==> config.mk <==
export PLATFORM = sky130hd
export DESIGN_NAME = outfifo_burst_arb
export DESIGN_NICKNAME = d
export VERILOG_FILES = /design/src/rtl/outfifo_pkg.sv /design/src/rtl/outfifo_arb_pick.sv /design/src/rtl/outfifo_burst_arb.sv
export SDC_FILE = /design/constraint.sdc
export NUM_CORES = 1
export LEC_CHECK = 0
export ABC_AREA = 1
export CAP_MARGIN = 20
export CORE_MARGIN = 3
export CORE_UTILIZATION = 42
export CTS_BUF_LIST = sky130_fd_sc_hd__clkbuf_8
export DETAILED_ROUTE_END_ITERATION = 6
export HOLD_SLACK_MARGIN = 0.03
export PLACE_DENSITY_LB_ADDON = 0.1
export SYNTH_ARGS = -nofsm -noshare
export SYNTH_HDL_FRONTEND = slang
export SYNTH_HIERARCHICAL = 1
export SYNTH_SLANG_ARGS = --single-unit
export TNS_END_PERCENT = 20
==> constraint.sdc <==
create_clock -name clk_108m -period 1.45 [get_ports clk_108m]
set_input_delay 0.145 -clock clk_108m [delete_from_list [all_inputs] [get_ports clk_108m]]
set_output_delay 0.145 -clock clk_108m [all_outputs]
set_load 0.02 [all_outputs]
==> src/rtl/outfifo_pkg.sv <==
// Shared types and constants for the output-FIFO burst arbiter.
package outfifo_pkg;

   typedef enum logic [1:0] {
      ST_IDLE  = 2'd0,
      ST_BUSY0 = 2'd1,
      ST_BUSY1 = 2'd2
   } arb_state_e;

   localparam int DW_DEF  = 16;
   localparam int IDLE_CW = 12;

   function automatic logic [1:0] state_to_grant(input arb_state_e s);
      logic [1:0] g;
      case (s)
         ST_BUSY0: g = 2'b01;
         ST_BUSY1: g = 2'b10;
         default:  g = 2'b00;
      endcase
      return g;
   endfunction

endpackage

==> src/rtl/outfifo_arb_pick.sv <==
// Two-way round-robin picker: on contention the requester that did not own the last grant wins.
module outfifo_arb_pick
(
   input  logic valid0,
   input  logic valid1,
   input  logic last_gnt,
   output logic pick,
   output logic any
);

   // Select requester index; pick is meaningful only when any is set.
   always_comb begin
      pick = 1'b0;
      any  = valid0 | valid1;
      if (valid0 && valid1) begin
         pick = ~last_gnt;
      end else if (valid1) begin
         pick = 1'b1;
      end else begin
         pick = 1'b0;
      end
   end

endmodule

==> src/rtl/outfifo_burst_arb.sv <==
// Burst arbiter sharing the output-FIFO write port between two producers.
// Optional idle-timeout abort is enabled by defining OUTFIFO_BURST_ARB_TIMEOUT_EN.
module outfifo_burst_arb
   import outfifo_pkg::*;
#(
   parameter int DW        = DW_DEF,
   parameter int BURST_LEN = 640,
   parameter int CW        = 10,
   parameter int TIMEOUT   = 256
)
(
   input  logic          clk_108m,
   input  logic          rst,
   input  logic          req0_valid,
   input  logic [DW-1:0] req0_data,
   output logic          req0_ready,
   input  logic          req1_valid,
   input  logic [DW-1:0] req1_data,
   output logic          req1_ready,
   input  logic          fifo_afull,
   output logic          out_fifo_wren,
   output logic [DW-1:0] out_fifo_wdata,
   output logic [1:0]    grant,
   output logic          burst_done,
   output logic          burst_abort
);

   localparam logic [CW-1:0] LAST_BEAT = CW'(BURST_LEN - 1);

   // Out-of-range parameters elaborate a named marker block visible in synthesis reports.
   if (BURST_LEN < 1 || BURST_LEN > (1 << CW) || TIMEOUT < 1 || TIMEOUT > (1 << IDLE_CW))
   begin : g_param_out_of_range
   end

   arb_state_e    state_q, state_d;
   logic [CW-1:0] beat_cnt_q, beat_cnt_d;
   logic          last_gnt_q, last_gnt_d;
   logic          wren_q;
   logic [DW-1:0] wdata_q;

   logic          busy_s, own_s, sel_valid_s, ready_s, beat_s, last_beat_s;
   logic [DW-1:0] sel_data_s;
   logic          pick_s, any_s, timeout_hit_s, abort_s;

   outfifo_arb_pick u_pick (
      .valid0   (req0_valid),
      .valid1   (req1_valid),
      .last_gnt (last_gnt_q),
      .pick     (pick_s),
      .any      (any_s)
   );

   // Route the owning requester onto the shared beat path.
   always_comb begin
      busy_s      = 1'b0;
      own_s       = 1'b0;
      sel_valid_s = 1'b0;
      sel_data_s  = '0;
      case (state_q)
         ST_BUSY0: begin
            busy_s      = 1'b1;
            own_s       = 1'b0;
            sel_valid_s = req0_valid;
            sel_data_s  = req0_data;
         end
         ST_BUSY1: begin
            busy_s      = 1'b1;
            own_s       = 1'b1;
            sel_valid_s = req1_valid;
            sel_data_s  = req1_data;
         end
         default: begin
            busy_s = 1'b0;
         end
      endcase
   end

   // Ready tracks afull directly; the output register holds the one write already in flight.
   assign ready_s     = busy_s & ~fifo_afull;
   assign beat_s      = sel_valid_s & ready_s;
   assign last_beat_s = beat_s & (beat_cnt_q == LAST_BEAT);

`ifdef OUTFIFO_BURST_ARB_TIMEOUT_EN
   localparam logic [IDLE_CW-1:0] IDLE_LIMIT = IDLE_CW'(TIMEOUT - 1);

   logic [IDLE_CW-1:0] idle_cnt_q, idle_cnt_d;
   logic               idle_tick_s;

   assign idle_tick_s   = busy_s & ~sel_valid_s & ~fifo_afull;
   assign timeout_hit_s = idle_tick_s & (idle_cnt_q == IDLE_LIMIT);

   // Idle watchdog: counts owner-silent cycles, cleared by beats, grants and aborts.
   always_comb begin
      idle_cnt_d = idle_cnt_q;
      if (!busy_s || beat_s || timeout_hit_s) begin
         idle_cnt_d = '0;
      end else if (idle_tick_s) begin
         idle_cnt_d = idle_cnt_q + IDLE_CW'(1);
      end else begin
         idle_cnt_d = idle_cnt_q;
      end
   end

   // Idle counter register.
   always_ff @(posedge clk_108m or posedge rst) begin
      if (rst) begin
         idle_cnt_q <= '0;
      end else begin
         idle_cnt_q <= idle_cnt_d;
      end
   end
`else
   assign timeout_hit_s = 1'b0;
`endif

   // Next-state logic: arbitrate in IDLE, count beats while busy.
   always_comb begin
      state_d    = state_q;
      beat_cnt_d = beat_cnt_q;
      last_gnt_d = last_gnt_q;
      abort_s    = 1'b0;
      case (state_q)
         ST_IDLE: begin
            if (!fifo_afull && any_s) begin
               state_d    = pick_s ? ST_BUSY1 : ST_BUSY0;
               beat_cnt_d = '0;
            end else begin
               state_d = ST_IDLE;
            end
         end
         ST_BUSY0, ST_BUSY1: begin
            if (last_beat_s) begin
               state_d    = ST_IDLE;
               beat_cnt_d = '0;
               last_gnt_d = own_s;
            end else if (beat_s) begin
               beat_cnt_d = beat_cnt_q + CW'(1);
            end else if (timeout_hit_s) begin
               state_d    = ST_IDLE;
               beat_cnt_d = '0;
               last_gnt_d = own_s;
               abort_s    = 1'b1;
            end else begin
               state_d = state_q;
            end
         end
         default: begin
            state_d    = ST_IDLE;
            beat_cnt_d = '0;
         end
      endcase
   end

   // State, beat counter and round-robin history.
   always_ff @(posedge clk_108m or posedge rst) begin
      if (rst) begin
         state_q    <= ST_IDLE;
         beat_cnt_q <= '0;
         last_gnt_q <= 1'b1;
      end else begin
         state_q    <= state_d;
         beat_cnt_q <= beat_cnt_d;
         last_gnt_q <= last_gnt_d;
      end
   end

   // Output write register; data holds through no-beat cycles.
   always_ff @(posedge clk_108m or posedge rst) begin
      if (rst) begin
         wren_q  <= 1'b0;
         wdata_q <= '0;
      end else begin
         wren_q <= beat_s;
         if (beat_s) begin
            wdata_q <= sel_data_s;
         end
      end
   end

   assign req0_ready     = ready_s & (state_q == ST_BUSY0);
   assign req1_ready     = ready_s & (state_q == ST_BUSY1);
   assign out_fifo_wren  = wren_q;
   assign out_fifo_wdata = wdata_q;
   assign grant          = state_to_grant(state_q);
   assign burst_done     = last_beat_s;
   assign burst_abort    = abort_s;

endmodule

==> impl_metrics.env <==
export IMPL_hold_viol_final=0
export IMPL_post_dp_hpwl_um=3230
export IMPL_area_delta_synth_final_pct=67.8
export IMPL_dpl_cell_count=351
export IMPL_clkLatencyLatePin_ns=0.28
export IMPL_ys_seq_elements=30
export IMPL_cts_buffer_depth=2
export IMPL_power_density_nw_per_um2=1540
export IMPL_drt_total_wl_um=4590
export IMPL_violations="setup timing"
export IMPL_first_pass_iters=4
export IMPL_grt_pass1_vias=1632
export IMPL_clock_sinks=30
export IMPL_rsz0062_at_grt="yes"
export IMPL_dieArea_um2=4760
export IMPL_layout_setup_ws_ns=-0.274
export IMPL_overflow=0
export IMPL_cp_max_fo=3
export IMPL_diodes=0
export IMPL_outcome="complete, but fails checks"
export IMPL_syn_nets=260
export IMPL_hold_class="input port to async pin"
export IMPL_cts_tree="built"
export IMPL_core_um2=3740
export IMPL_viasPerCell=4.85
export IMPL_num_nets_final=354
export IMPL_critPathCaptureType="output pin"
export IMPL_worstPathRequired_ns=1.31
export IMPL_vias=1742
export IMPL_syn_instance_count=217
export IMPL_ys_types=28
export IMPL_root_buffer="clkbuf_8"
export IMPL_die_h_um=69.0
export IMPL_drc=0
export IMPL_cellLeakagePower_nw=1.26
export IMPL_syn_area_um2=1670
export IMPL_final_cells=359
export IMPL_drive_gt1_frac=0.260
export IMPL_grt_max_degree=31
export IMPL_yosysSeqAreaShare=0.452
export IMPL_setup_viol_count_final=31
export IMPL_crit_arrival_ns=1.58
export IMPL_io_buffers=58
export IMPL_hold_buffers=0
export IMPL_fin_skew_ns=0.00643
export IMPL_first_iter_violations=108
export IMPL_maxCapViolCount=0
export IMPL_io_pins=60
export IMPL_die_w_um=69.0
export IMPL_std_cell_rows=22
export IMPL_start_util=0.445
export IMPL_grt_pass1_wl_um=7150
export IMPL_finalSetupTns_ns=-3.96
export IMPL_postSynthAreaPerCell_um2=7.67
export IMPL_place_congestion=0.826
export IMPL_grt_use_total=0.207
export IMPL_finalMaxSlewViolations=0
export IMPL_routedWlPerCell_um=12.8
export IMPL_timing_final_crit_period_ns=1.72
export IMPL_h_tree_depth=2
export IMPL_cts_made_buffers=5
export IMPL_ys_warn_count=6
export IMPL_startpoint_type="flip-flop"
export IMPL_clk_pin_slew_ns=0.07
export IMPL_ant_nets=0
export IMPL_timing_fmax_mhz=580
export IMPL_vdd_drop_max_mv=0.912
export IMPL_critPathKind="flip-flop to output pin"
export IMPL_layout_worst_path_cycle_share=1.19
export IMPL_antenna_found_initial=0
## repair_timing
item	in CTS	in global routing
gates resized for setup	35	21
endpoints found under the setup margin	34	35
hold endpoints to repair	0	0
buffers inserted	0	1
pin swaps	1	2
## logic make-up (layout without fill, tap and decap cells)
| logic type | count (synthesis) | after routing | share of synthesized area |
|---|---|---|---|
| adder cells (fa/ha/maj) | 6 | 6 | 0.0451 |
| XOR/XNOR | 1 | 1 | 0.00526 |
| AO/OA/AOI/OAI | 29 | 29 | 0.0999 |
| AND/OR/NAND/NOR | 120 | 120 | 0.311 |
| buffers and inverters | 30 | 124 | 0.0849 |
| flip-flops | 30 | 30 | 0.452 |
| other | 1 | 1 | 0.00225 |
## sequential cells by signal (all words and copies together), names as in the netlist
signal          flops
last_gnt_q          1
state_q             2
out_fifo_wdata     16
out_fifo_wren       1
beat_cnt_q         10
## power breakdown
group	leakage, nW	total [mW]	internal, mW	switching, mW
clock	0.0438	0.637	0.321	0.316
combinational	0.823	2.44	1.17	1.27
sequential	0.389	1.23	1.10	0.132
total	1.26	4.31	2.59	1.72
## Yosys cell counts (all sizes together)
cell type,instances,share of area
dfstp,1,0.016
nand2,69,0.17
buf,6,0.028
nand4,4,0.015
a21oi,4,0.012
dfrtp,29,0.44
nor2,36,0.087
conb,1,0.0023
a31oi,15,0.056
o21ai,9,0.027
xor2,1,0.0053
ha,6,0.045
clkinv,1,0.0053
o21a,1,0.0045
or2,1,0.0038
clkbuf,2,0.0045
nand3b,2,0.0090
inv,21,0.047
nor3,2,0.0060
nand3,6,0.018
## final cells by class
class,instances,area [um2]
Clock inverter,2,10.0
Sequential cell,30,752
Tap cell,48,60.1
Timing Repair Buffer,95,916
Fill cell,307,948
Multi-Input combinational cell,157,886
Clock buffer,5,68.8
Inverter,22,103
## layout by cell type, fill, tap and decap left out
master / count
ha_4: 2
o21ai_1: 7
nor2_2: 2
ha_2: 1
o21ai_0: 1
nor2_1: 32
or2_1: 1
nand4_1: 4
ha_1: 3
dfrtp_1: 29
nor2_4: 2
dlymetal6s2s_1: 1
a21oi_2: 2
nand2_1: 57
nand3_1: 6
buf_2: 2
nand2_2: 7
o21a_1: 1
a31oi_1: 15
a21oi_1: 2
clkinv_8: 1
dfstp_2: 1
nand2_8: 3
clkbuf_8: 5
inv_6: 1
clkinv_2: 2
nor3_1: 1
o21ai_2: 1
buf_6: 6
nand2_4: 2
nor3_4: 1
inv_1: 14
conb_1: 1
clkdlybuf4s50_1: 52
buf_4: 30
xor2_1: 1
inv_4: 1
nand3b_1: 2
inv_2: 5
buf_12: 4
## worst paths after layout
kind	startpoint	endpoint	slack [ns]	cells past startpoint
max	state_q[0]	burst_done	-0.27	9
min	rst	out_fifo_wdata[6]	0.20	3
max reg2reg	state_q[1]	beat_cnt_q[6]	-0.23	11
min reg2reg	last_gnt_q	last_gnt_q	0.50	2
max in group asynchronous	rst	last_gnt_q	1.01	3
min in group clk_108m	req1_data[2]	out_fifo_wdata[2]	0.42	3
## worst max-delay path, stage by stage (launching register included)
cell     delay [ns]
dfrtp_1        0.40
inv_2          0.08
ha_4           0.28
inv_4          0.04
nor2_4         0.09
nand2_4        0.07
nor2_4         0.10
nand2_2        0.07
inv_2          0.06
buf_6          0.10
## per-layer routing
layer,up-vias,routed length (um),track usage
met4,0,106,0.0925
met2,52,2280,0.357
met3,8,305,0.0535
met5,-,0,0
met1,803,1900,0.238
li1,879,-,-
## stage by stage
step                total power, mW  utilization  hold WS (ns)  cell area (um2)  setup slack, ns
floorplan                      2.44            -         0.235             1710          -0.0516
global placement               3.49        0.698         0.480             2610           -0.346
detailed placement             3.52        0.698         0.492             2610           -0.365
CTS                            4.20        0.725         0.206             2710           -0.224
global route                   4.62        0.747         0.226             2800           -0.343
finish                         4.31        0.747         0.200             2800           -0.274
Note: power is estimated with default switching activity, not from simulation.
